<file path="config.mk">
export PLATFORM = sky130hd
export DESIGN_NAME = hazard_ctrl
export DESIGN_NICKNAME = d
export VERILOG_FILES = /design/src/rtl/hazard_ctrl.sv
export SDC_FILE = /design/constraint.sdc
export NUM_CORES = 1
export LEC_CHECK = 0
export CELL_PAD_IN_SITES_DETAIL_PLACEMENT = 1
export CELL_PAD_IN_SITES_GLOBAL_PLACEMENT = 2
export CORE_UTILIZATION = 32
export CTS_BUF_LIST = sky130_fd_sc_hd__clkbuf_16
export CTS_CLUSTER_DIAMETER = 100
export CTS_CLUSTER_SIZE = 16
export DETAILED_ROUTE_END_ITERATION = 8
export DONT_BUFFER_PORTS = 1
export PLACE_DENSITY_LB_ADDON = 0.1
export SYNTH_ARGS = -nofsm -noshare
export SYNTH_HDL_FRONTEND = slang
export SYNTH_SLANG_ARGS = --single-unit
</file>
<file path="constraint.sdc">
create_clock -name clk_i -period 2.27 [get_ports clk_i]
set_input_delay 0.227 -clock clk_i [delete_from_list [all_inputs] [get_ports clk_i]]
set_output_delay 0.227 -clock clk_i [all_outputs]
set_load 0.02 [all_outputs]
</file>
<file path="src/rtl/hazard_ctrl.sv">
// hazard_ctrl: load-use, multiply, branch-flush and dcache-freeze
// scheduler for the five-stage pipeline.
//
// Ports:
//   clk_i, rst_i (async, active low)
//   IFID_RegRs_i/IFID_RegRt_i : sources of instruction in ID
//   IDEX_MemRead_i/IDEX_RegRt_i/IDEX_Mul_i : instruction in EX
//   Branch_taken_i : branch in ID resolved taken
//   Dmem_stall_i   : data cache miss pending
//   PC_write_o, IFID_write_o, IFID_flush_o, IDEX_bubble_o,
//   EX_hold_o, Freeze_o, Mul_busy_o : pipeline controls
//   Stall_cnt_o    : cycles with PC_write_o low
//
// Parameters: MUL_LAT (2..16), CNT_W.
// Optional feature: define HAZ_STALL_CNT_EN to build the
// saturating stall counter; otherwise Stall_cnt_o is 0.
module hazard_ctrl #(
  parameter int MUL_LAT = 4,
  parameter int CNT_W   = 16
) (
  input  logic             clk_i,
  input  logic             rst_i,
  input  logic [4:0]       IFID_RegRs_i,
  input  logic [4:0]       IFID_RegRt_i,
  input  logic             IDEX_MemRead_i,
  input  logic [4:0]       IDEX_RegRt_i,
  input  logic             IDEX_Mul_i,
  input  logic             Branch_taken_i,
  input  logic             Dmem_stall_i,
  output logic             PC_write_o,
  output logic             IFID_write_o,
  output logic             IFID_flush_o,
  output logic             IDEX_bubble_o,
  output logic             EX_hold_o,
  output logic             Freeze_o,
  output logic             Mul_busy_o,
  output logic [CNT_W-1:0] Stall_cnt_o
);

  typedef enum logic {
    S_RUN = 1'b0,
    S_MUL = 1'b1
  } state_e;

  // First hold happens in RUN, so MUL covers the remaining
  // MUL_LAT-2 holds plus one release cycle.
  localparam logic [3:0] MCNT_INIT = 4'(MUL_LAT - 2);

  state_e     state_q;
  state_e     state_d;
  logic [3:0] mcnt_q;
  logic [3:0] mcnt_d;

  logic in_mul;
  logic mul_hold;
  logic load_use;
  logic rs_hit;
  logic rt_hit;

  logic sel_frz;
  logic sel_mul;
  logic sel_lu;
  logic sel_br;

  assign in_mul = (state_q == S_MUL);

  // In MUL the opcode in EX is ignored; the countdown
  // alone decides whether the hold continues.
  assign mul_hold = in_mul ? (mcnt_q != 4'd0)
                           : IDEX_Mul_i;

  assign rs_hit = (IDEX_RegRt_i == IFID_RegRs_i);
  assign rt_hit = (IDEX_RegRt_i == IFID_RegRt_i);

  assign load_use = IDEX_MemRead_i
                  & (IDEX_RegRt_i != 5'd0)
                  & (rs_hit | rt_hit);

  // One-hot selection in priority order; reset masks all.
  assign sel_frz = rst_i & Dmem_stall_i;
  assign sel_mul = rst_i & ~Dmem_stall_i & mul_hold;
  assign sel_lu  = rst_i & ~Dmem_stall_i & ~mul_hold
                 & load_use;
  assign sel_br  = rst_i & ~Dmem_stall_i & ~mul_hold
                 & ~load_use & Branch_taken_i;

  always_comb begin
    PC_write_o    = 1'b1;
    IFID_write_o  = 1'b1;
    IFID_flush_o  = 1'b0;
    IDEX_bubble_o = 1'b0;
    EX_hold_o     = 1'b0;
    Freeze_o      = 1'b0;
    unique case (1'b1)
      sel_frz: begin
        PC_write_o   = 1'b0;
        IFID_write_o = 1'b0;
        EX_hold_o    = 1'b1;
        Freeze_o     = 1'b1;
      end
      sel_mul: begin
        PC_write_o   = 1'b0;
        IFID_write_o = 1'b0;
        EX_hold_o    = 1'b1;
      end
      sel_lu: begin
        PC_write_o    = 1'b0;
        IFID_write_o  = 1'b0;
        IDEX_bubble_o = 1'b1;
      end
      sel_br: begin
        IFID_flush_o = 1'b1;
      end
      default: begin
        PC_write_o = 1'b1;
      end
    endcase
  end

  assign Mul_busy_o = in_mul;

  always_comb begin
    state_d = state_q;
    mcnt_d  = mcnt_q;
    if (!Dmem_stall_i) begin
      unique case (state_q)
        S_RUN: begin
          if (IDEX_Mul_i) begin
            state_d = S_MUL;
            mcnt_d  = MCNT_INIT;
          end
        end
        S_MUL: begin
          if (mcnt_q != 4'd0) begin
            mcnt_d = mcnt_q - 4'd1;
          end else begin
            state_d = S_RUN;
          end
        end
        default: begin
          state_d = S_RUN;
          mcnt_d  = 4'd0;
        end
      endcase
    end
  end

  always_ff @(posedge clk_i or negedge rst_i) begin
    if (!rst_i) begin
      state_q <= S_RUN;
      mcnt_q  <= 4'd0;
    end else begin
      state_q <= state_d;
      mcnt_q  <= mcnt_d;
    end
  end

`ifdef HAZ_STALL_CNT_EN
  logic [CNT_W-1:0] cnt_q;
  logic [CNT_W-1:0] cnt_d;

  // Saturates at all-ones instead of wrapping.
  always_comb begin
    cnt_d = cnt_q;
    if (!PC_write_o && (cnt_q != '1)) begin
      cnt_d = cnt_q + 1'b1;
    end
  end

  always_ff @(posedge clk_i or negedge rst_i) begin
    if (!rst_i) begin
      cnt_q <= '0;
    end else begin
      cnt_q <= cnt_d;
    end
  end

  assign Stall_cnt_o = cnt_q;
`else
  assign Stall_cnt_o = '0;
`endif

endmodule

</file>
==> results.toml, run 1 <==
[place]
place_area_um2 = 531
hpwl_um = 967
post-place-ws_ps = 568
gp_congestion = 0.665
portBuffers = 0

[critical_path]
critPathMaxFanout = 4
path_cells = "inv_1 -> ha_1 -> and4bb_2 -> o21ba_2 -> nand3_1 -> a21oi_1"
r2r_setup_slack_ps = 700
slowest_stage = "dfrtp_1"
cp_data_arrival_time_ps = 1700
required_ps = 2040
max_stage_delay_ps = 360
crit_type = "reg -> out"
critical_path_buf_inv_count = 1
startpoint_type = "flop"
endpoint_kind = "output pin"
crit_family = "compound AO/OA/AOI/OAI gates"

[layout]
drive_gt1_share_pct = 11.1
nets = 96
design_area_um2 = 619
final_common_cell = "conb_1"
diodes = 0
final_cell_mix = "conb_1, xnor2_1, dfrtp_1"
synthToLayoutAreaGrowth_pct = 9.27

[synth]
synthCells = 67
synth_top_area_share_pct = 22.5
synth_area_leaders = "buf_4, dfrtp_1, xnor2_1, ha_1, o2bb2ai_1"
synth_flop_cell = "dfrtp_1"
netlist_area_um2 = 567
synth_top_area_cell = "buf_4"
async_reset_ff_share_pct = 100
syn_avg_cell_area_um2 = 8.46
synth.distinct_cells = 25
ys_seq_area_share_pct = 22.1
yosys_warnings = 0
synth_edf_count = 0
ys_ff_latch = 5

[floorplanning]
rows = 14
core_um2 = 1580
dieArea_um2 = 1940
start_util_pct = 36.0
die_h_um = 44.1
io_pins = 44
die_x_um = 44.1

[clock_network]
cts_buffer_depth = 2
post_cts_resized = 0
cts_htree_levels = 1
clk_pin_slew_ps = 30
cts_setup_buffers = 0
clock_latency_ps = 230
root_buffer = "clkbuf_16"
cts_tree = "done"
clock_sinks = 5
cts_buffers = 3
hold_buffers = 1

[timing]
totalNegativeSetupSlack_ps = 0
rsz0062_at_grt = "false"
fin_skew_ps = 1.40
period_share_pct = 84.9
min_period_ps = 1930
drv_slew = 0
worst_slack_ps = 343
whs_ps = 88.6
final-setup-viol-count = 0
fmax_mhz = 519
hold_viol_final = 0

[global_route]
track_usage_pct = 14.5
grt_pass1_vias = 412
antenna_found_initial = 0
grt_overflow = 0
grt_pass1_wl_um = 1940
grt_max_degree = 7

[drt]
drt_iter0_markers = 5
first_pass_iters = 7
vias_per_cell = 4.94
vias = 435
wirelength_um = 1220
ant_nets = 0
drc = 1
wl_per_cell_um = 13.8

[run]
maxCapViolations = 0

[hold_path]
hold_path_class = "in -> reg"

[power_and_ir_drop]
power.density_nw_per_um2 = 1150
irDropWorstVdd_mv = 0.389
leakagePower_nw = 0.279

[outcome]
violations = "design-rule violations"
status = "finished with violations"
[stage by stage]
step | utilization [%] | total power [mW] | std cells
6_report | 39.3 | 0.714 | 88
3_3_place_gp | 33.7 | 0.424 | 83
2_1_floorplan | - | 0.394 | 82
5_1_grt | 39.3 | 0.762 | 88
3_5_place_dp | 33.7 | 0.427 | 83
4_1_cts | 39.3 | 0.724 | 88
[worst register-to-register path, stage by stage (launching register included)]
cell and delay [ps]:
dfrtp_1 330, inv_1 70, ha_1 190, and4bb_2 230, nor3_2 300, o21ai_0 170, o2bb2ai_1 150
[Yosys cell counts (2+ instances only)]
cell / count
nand2b_1: 2
dfrtp_1: 5
buf_4: 17
nand2_1: 3
o21ai_0: 2
nand3_1: 3
xnor2_1: 10
a31oi_1: 2
o2bb2ai_1: 2
ha_1: 2
inv_1: 3
a21oi_1: 2
nor2_1: 2
[registers in the layout (all words and copies together), names as in the netlist]
name,cells
Mul_busy_o,1
mcnt_q,4
[kinds of logic (layout without fill, tap and decap cells)]
kind of cell	count (synthesis)	in the layout	synth area share (%)
adder cells (fa/ha/maj)	2	2	4.41
AND/OR/NAND/NOR	17	17	18.1
buffers and inverters	20	10	24.5
multiplexers	1	1	1.77
AO/OA/AOI/OAI	11	11	13.0
XOR/XNOR	10	10	15.5
flip-flops	5	5	22.1
other	1	16	0.662
[routing by layer]
layer / part of all wire, % / GRT usage, % / up-vias
met5: 0 / 0 / -
met4: 1.9 / 9.09 / 0
met3: 8.2 / 6.12 / 2
met2: 46 / 21.8 / 27
met1: 44 / 17.0 / 201
li1: - / - / 205
[power by group]
part / internal (mW) / total (mW) / switching (mW)
Combinational: 0.102 / 0.245 / 0.144
Clock: 0.228 / 0.288 / 0.0594
Sequential: 0.131 / 0.180 / 0.0490
[final timing paths]
check                                           start                endpoint  depth (start not counted)
min in group asynchronous                       rst_i   mcnt_q[1]$_DFFE_PN0P_                          1
worst min-delay path                     Dmem_stall_i  Mul_busy_o$_DFFE_PN0N_                          1
worst max register to register  mcnt_q[0]$_DFFE_PN0P_   mcnt_q[2]$_DFFE_PN0P_                          6
max in group asynchronous                       rst_i   mcnt_q[2]$_DFFE_PN0P_                          1
worst min register to register  mcnt_q[3]$_DFFE_PN0P_   mcnt_q[3]$_DFFE_PN0P_                          1
worst max-delay path            mcnt_q[0]$_DFFE_PN0P_            IFID_flush_o                          6
[area by class of cell]
type | instances | area, µm²
well taps | 16 | 20.0
inverters | 3 | 11.3
repair buffers | 3 | 25.0
clock buffers | 3 | 75.1
clock inverters | 1 | 3.75
fillers | 188 | 957
flip-flops and latches | 5 | 125
multi-input cells | 57 | 359
No activity file was read; power rests on OpenSTA's default activity.
==> inputs of run 2 (changes only) <==
--- a/config.mk
+++ b/config.mk
@@ -7,7 +7,7 @@
 export LEC_CHECK = 0
 export CELL_PAD_IN_SITES_DETAIL_PLACEMENT = 1
 export CELL_PAD_IN_SITES_GLOBAL_PLACEMENT = 2
-export CORE_UTILIZATION = 32
+export CORE_UTILIZATION = 26
 export CTS_BUF_LIST = sky130_fd_sc_hd__clkbuf_16
 export CTS_CLUSTER_DIAMETER = 100
 export CTS_CLUSTER_SIZE = 16
==> constraint.sdc (replaced) <==
create_clock -name clk_i -period 1.67 [get_ports clk_i]
set_input_delay 0.167 -clock clk_i [delete_from_list [all_inputs] [get_ports clk_i]]
set_output_delay 0.167 -clock clk_i [all_outputs]
set_load 0.02 [all_outputs]
==> run 2 against run 1 <==
The run ends with negative setup slack left; non-clock buffer count up 7; core utilization down 2.9 points; die area is 22% higher; hold slack got worse by 60 ps; critical path type unchanged; largest power group is now combinational cells; highest routed layer unchanged.
==> results.toml, run 2 (same netlist as run 1, synthesis figures left out) <==
[clock_network]
cts_buffers = 3
cts_tree = "done"
clk_pin_slew_ps = 30
clock_latency_ps = 230
cts_htree_levels = 1
cts_buffer_depth = 2
clock_sinks = 5
root_buffer = "clkbuf_16"

[place]
portBuffers = 0
gp_congestion = 0.736
place_area_um2 = 582
hpwl_um = 960

[floorplanning]
start_util_pct = 28.3
io_pins = 44
core_um2 = 2000
die_h_um = 48.7
dieArea_um2 = 2370
rows = 16
die_x_um = 48.7

[layout]
max_flop_register = "mcnt_q"
nets = 103
design_area_um2 = 728
final_cell_mix = "conb_1, xnor2_1, buf_4"
largest_register_ffs = 4
final_common_cell = "conb_1"
drive_gt1_share_pct = 26.6
nFillCells = 242
diodes = 0
synthToLayoutAreaGrowth_pct = 28.5

[hold_path]
whs_path_depth = 1
hold_path_class = "in -> reg"
min_from = "Dmem_stall_i"

[drt]
wirelength_um = 1220
drt_iter0_markers = 3
ant_nets = 0
wl_per_cell_um = 11.5
vias = 456
first_pass_iters = 4
vias_per_cell = 4.30
drc = 0

[power_and_ir_drop]
comb_power_share_pct = 45.7
power_switching_uw = 395
p_int_uw = 737
power.density_nw_per_um2 = 1550
leakagePower_nw = 0.319
irDropWorstVdd_mv = 0.455
p_sw_share_pct = 34.9
seqPwrFrac_pct = 19.8
clockPowerShare_pct = 34.4

[outcome]
violations = "negative setup slack"
status = "finished with violations"

[critical_path]
critPathMaxFanout = 4
crit_type = "reg -> out"
reg2reg_depth = 8
startpoint_type = "flop"
cp_data_arrival_time_ps = 1630
r2r_start = "mcnt_q[0]$_DFFE_PN0P_"
endpoint_kind = "output pin"
required_ps = 1500
cp-startpoint = "mcnt_q[0]$_DFFE_PN0P_"

[global_route]
antenna_found_initial = 0
track_usage_pct = 11.0
grt_overflow = 0
grt_pass1_wl_um = 1970
grt_pass1_vias = 457
grt_max_degree = 7

[run]
maxCapViolations = 0

[timing]
period_share_pct = 107
totalNegativeSetupSlack_ps = -372
min_period_ps = 1790
drv_slew = 0
rsz0062_at_grt = "true"
fin_skew_ps = 0.844
fmax_mhz = 557
worst_slack_ps = -124
final-setup-viol-count = 4
hold_viol_final = 0
==> run 2: per-layer routing <==
layer	vias to the layer above	part of all wire [%]	GRT usage, %	wire [µm]
met4	0	1.4	8.82	17
met2	29	50	18.1	612
met3	2	7.1	2.52	87
met5	-	0	0	0
li1	218	-	-	-
met1	207	41	12.0	501
==> run 2: through the flow <==
stage	utilization (%)	power (mW)	hold slack (ps)	setup slack, ps	cells
global placement	29.1	0.635	-128	55.3	96
detailed placement	29.1	0.632	-128	57.5	96
global route	36.4	1.20	31.0	-169	106
CTS	35.0	1.10	25.2	-140	104
floorplan	-	0.551	-129	4.17	82
finish	36.4	1.13	28.9	-124	106
==> run 2: final cells by class <==
cell class	instances	area (µm²)	area share (%)
multi-input cells	57	402	55.2
inverters	3	11.3	1.55
repair buffers	10	77.6	10.7
clock inverters	1	3.75	0.515
well taps	27	33.8	4.64
flip-flops and latches	5	125	17.2
clock buffers	3	75.1	10.3
==> run 2: critical path, cell delays in order (launching register included) <==
cell and delay [ps]:
dfrtp_1 390, inv_2 90, ha_4 120, and4bb_2 250, o21ba_4 170, nor2b_4 70, a31oi_4 310
==> run 2: worst paths after layout <==
kind                                     endpoint  slack, ps
min                        Mul_busy_o$_DFFE_PN0N_         30
max reg2reg                 mcnt_q[1]$_DFFE_PN0P_        100
max in group asynchronous  Mul_busy_o$_DFFE_PN0N_       1220
min reg2reg                 mcnt_q[3]$_DFFE_PN0P_        510
max                                  IFID_write_o       -120
min in group asynchronous   mcnt_q[1]$_DFFE_PN0P_        240
==> run 2: timing repair <==
action / 4_1_cts / 5_1_grt
endpoints found under the hold margin: 5 / 0
gates resized for setup: 4 / 2
pin swaps: 1 / 1
hold buffers: 1 / 0
endpoints found under the setup margin: 5 / 5
buffers inserted: 3 / 2
==> run 2: power by group through the flow <==
| stage | clock [mW] | combinational, mW | sequential [mW] |
|---|---|---|---|
| 6_report | 0.390 | 0.518 | 0.224 |
| 5_1_grt | 0.403 | 0.565 | 0.232 |
| 4_1_cts | 0.395 | 0.479 | 0.223 |
| 3_5_place_dp | 0 | 0.406 | 0.225 |
| 3_3_place_gp | 0 | 0.412 | 0.223 |
| 2_1_floorplan | 0 | 0.320 | 0.231 |
==> inputs of run 3 (changes only) <==
--- a/config.mk
+++ b/config.mk
@@ -5,14 +5,16 @@
 export SDC_FILE = /design/constraint.sdc
 export NUM_CORES = 1
 export LEC_CHECK = 0
+export ABC_AREA = 1
 export CELL_PAD_IN_SITES_DETAIL_PLACEMENT = 1
 export CELL_PAD_IN_SITES_GLOBAL_PLACEMENT = 2
-export CORE_UTILIZATION = 26
+export CORE_UTILIZATION = 25
 export CTS_BUF_LIST = sky130_fd_sc_hd__clkbuf_16
 export CTS_CLUSTER_DIAMETER = 100
 export CTS_CLUSTER_SIZE = 16
 export DETAILED_ROUTE_END_ITERATION = 8
 export DONT_BUFFER_PORTS = 1
+export GPL_ROUTABILITY_DRIVEN = 0
 export PLACE_DENSITY_LB_ADDON = 0.1
 export SYNTH_ARGS = -nofsm -noshare
 export SYNTH_HDL_FRONTEND = slang
==> run 3 against run 2 <==
The run now ends clean; critical path type unchanged; setup slack improved by 180 ps; largest cell class unchanged; critical path depth rose by 4; highest routed layer unchanged; sequential share of layout area fell by 1.6 points.
==> results.toml, run 3 <==
[outcome]
status = "complete, no violations"

[floorplanning]
die_x_um = 53.9
dieArea_um2 = 2910
start_util_pct = 26.7
core_um2 = 2520
die_h_um = 53.9
rows = 18
io_pins = 44

[synth]
yosys-top-cells-count = "nand2_1, inv_1, buf_4"
yosys_warnings = 0
synth_top_area_share_pct = 18.9
synth.most_common_cell = "nand2_1"
netlist_area_um2 = 674
synth_edf_count = 0
async_reset_ff_share_pct = 100
synth_flop_cell = "dfrtp_1"
syn_avg_cell_area_um2 = 6.08
synthCells = 111
ys_seq_area_share_pct = 18.6
synth.distinct_cells = 21
ys_ff_latch = 5
synth_area_leaders = "buf_4, dfrtp_1, nand2_1, inv_1, nand4_1"
synth_top_area_cell = "buf_4"

[critical_path]
cp_data_arrival_time_ps = 1440
critPathMaxFanout = 3
r2r_start = "mcnt_q[0]$_DFFE_PN0P_"
r2r_setup_slack_ps = 340
endpoint_kind = "output pin"
required_ps = 1500
reg2reg_depth = 8
startpoint_type = "flop"
crit_type = "reg -> out"
r2r-end = "mcnt_q[3]$_DFFE_PN0P_"

[clock_network]
root_buffer = "clkbuf_16"
clk_pin_slew_ps = 30
cts_buffer_depth = 2
cts_buffers = 3
clock_latency_ps = 230
cts_tree = "done"
clock_sinks = 5
cts_htree_levels = 1

[power_and_ir_drop]
leakagePower_nw = 0.493
power.density_nw_per_um2 = 1400
irDropWorstVdd_mv = 0.838

[global_route]
grt_pass1_wl_um = 2510
antenna_found_initial = 0
grt_pass1_vias = 617
grt_max_degree = 9
track_usage_pct = 12.1
grt_overflow = 0

[timing]
fmax_mhz = 621
hold_viol_final = 0
rsz0062_at_grt = "true"
min_period_ps = 1610
final-setup-viol-count = 0
fin_skew_ps = 0.122
period_share_pct = 96.5
drv_slew = 0

[drt]
vias_per_cell = 4.19
drt_iter0_markers = 3
wl_per_cell_um = 9.82
drc = 0
ant_nets = 0
first_pass_iters = 4
wirelength_um = 1510
vias = 646

[hold_path]
holdPathEnd = "mcnt_q[1]$_DFFE_PN0P_"
whs_path_depth = 2
hold_path_class = "in -> reg"
min_from = "Dmem_stall_i"

[layout]
max_flop_register = "mcnt_q"
synthToLayoutAreaGrowth_pct = 20.6
largest_register_ffs = 4
final_common_cell = "nand2_1"
fin_util_pct = 32.2
final_cell_mix = "nand2_1, inv_1, conb_1"
design_area_um2 = 813
diodes = 0
nets = 148
drive_gt1_share_pct = 22.6

[run]
maxCapViolations = 0

[place]
hpwl_um = 1260
place_area_um2 = 671
portBuffers = 0
-- run 3: worst max path at each step --
stage / slack, ps / endpoint / from
after global placement: 180 / PC_write_o / mcnt_q[1]$_DFFE_PN0P_
after global routing: -30 / IFID_write_o / mcnt_q[1]$_DFFE_PN0P_
final: 60 / PC_write_o / mcnt_q[1]$_DFFE_PN0P_
after CTS: -4 / PC_write_o / mcnt_q[1]$_DFFE_PN0P_
after detailed placement: 140 / PC_write_o / mcnt_q[0]$_DFFE_PN0P_
after floorplan: 110 / PC_write_o / Mul_busy_o$_DFFE_PN0N_
-- run 3: where the power goes --
part | total [mW] | switching (mW) | leakage, nW | internal [mW]
logic | 0.532 | 0.298 | 0.392 | 0.235
clock network | 0.389 | 0.0792 | 0.0423 | 0.310
registers | 0.221 | 0.0415 | 0.0588 | 0.179
total | 1.14 | 0.418 | 0.493 | 0.724
-- run 3: cells by family (layout without fill, tap and decap cells) --
logic type / after synthesis / count (layout) / synth area share, %
other: 1 / 16 / 0.556
AO/OA/AOI/OAI: 7 / 7 / 5.94
XOR/XNOR: 2 / 2 / 2.60
flip-flops: 5 / 5 / 18.6
buffers and inverters: 41 / 39 / 32.3
AND/OR/NAND/NOR: 53 / 53 / 36.4
adder cells (fa/ha/maj): 2 / 2 / 3.71
-- run 3: per-stage QoR --
stage / setup WS, ps / std cells / power [mW] / TNS, ps / hold slack [ps]
floorplan: 114 / 126 / 0.570 / 0 / -129
global placement: 177 / 143 / 0.631 / 0 / -128
global route: -26.9 / 154 / 1.23 / -53.5 / 129
finish: 58.7 / 154 / 1.14 / 0 / 123
detailed placement: 143 / 143 / 0.642 / 0 / -128
CTS: -4.27 / 153 / 1.13 / -6.16 / 128
-- run 3: area by class of cell --
class,instances,area [µm²]
tap,30,37.5
sequential,5,126
clock inverter,1,3.75
inverter,24,90.1
clock buffer,3,75.1
fill,337,1710
timing repair buffer,11,92.6
multi-input combinational,80,388
-- run 3: timing repair --
action	in CTS	in global routing
endpoints found under the setup margin	3	2
hold buffers	1	0
gates resized for setup	3	4
pin swaps	2	2
endpoints found under the hold margin	5	0
buffers inserted	5	1
-- run 3: metal layers --
| layer | wire length (µm) | track usage, % | vias up |
|---|---|---|---|
| met3 | 100 | 2.82 | 4 |
| met1 | 593 | 13.5 | 288 |
| met5 | 0 | 0 | - |
| met4 | 31 | 5.26 | 0 |
| met2 | 788 | 21.6 | 28 |
| li1 | - | - | 326 |
-- run 3: critical path, cell delays in order (launching register included) --
cell     delay [ps]
dfrtp_1         380
inv_2            70
ha_1            130
nand4_1          90
nand2_2         100
nand3_2          90
inv_2            60
nand3_2          70
nand2_1          70
inv_2            50
buf_6           120
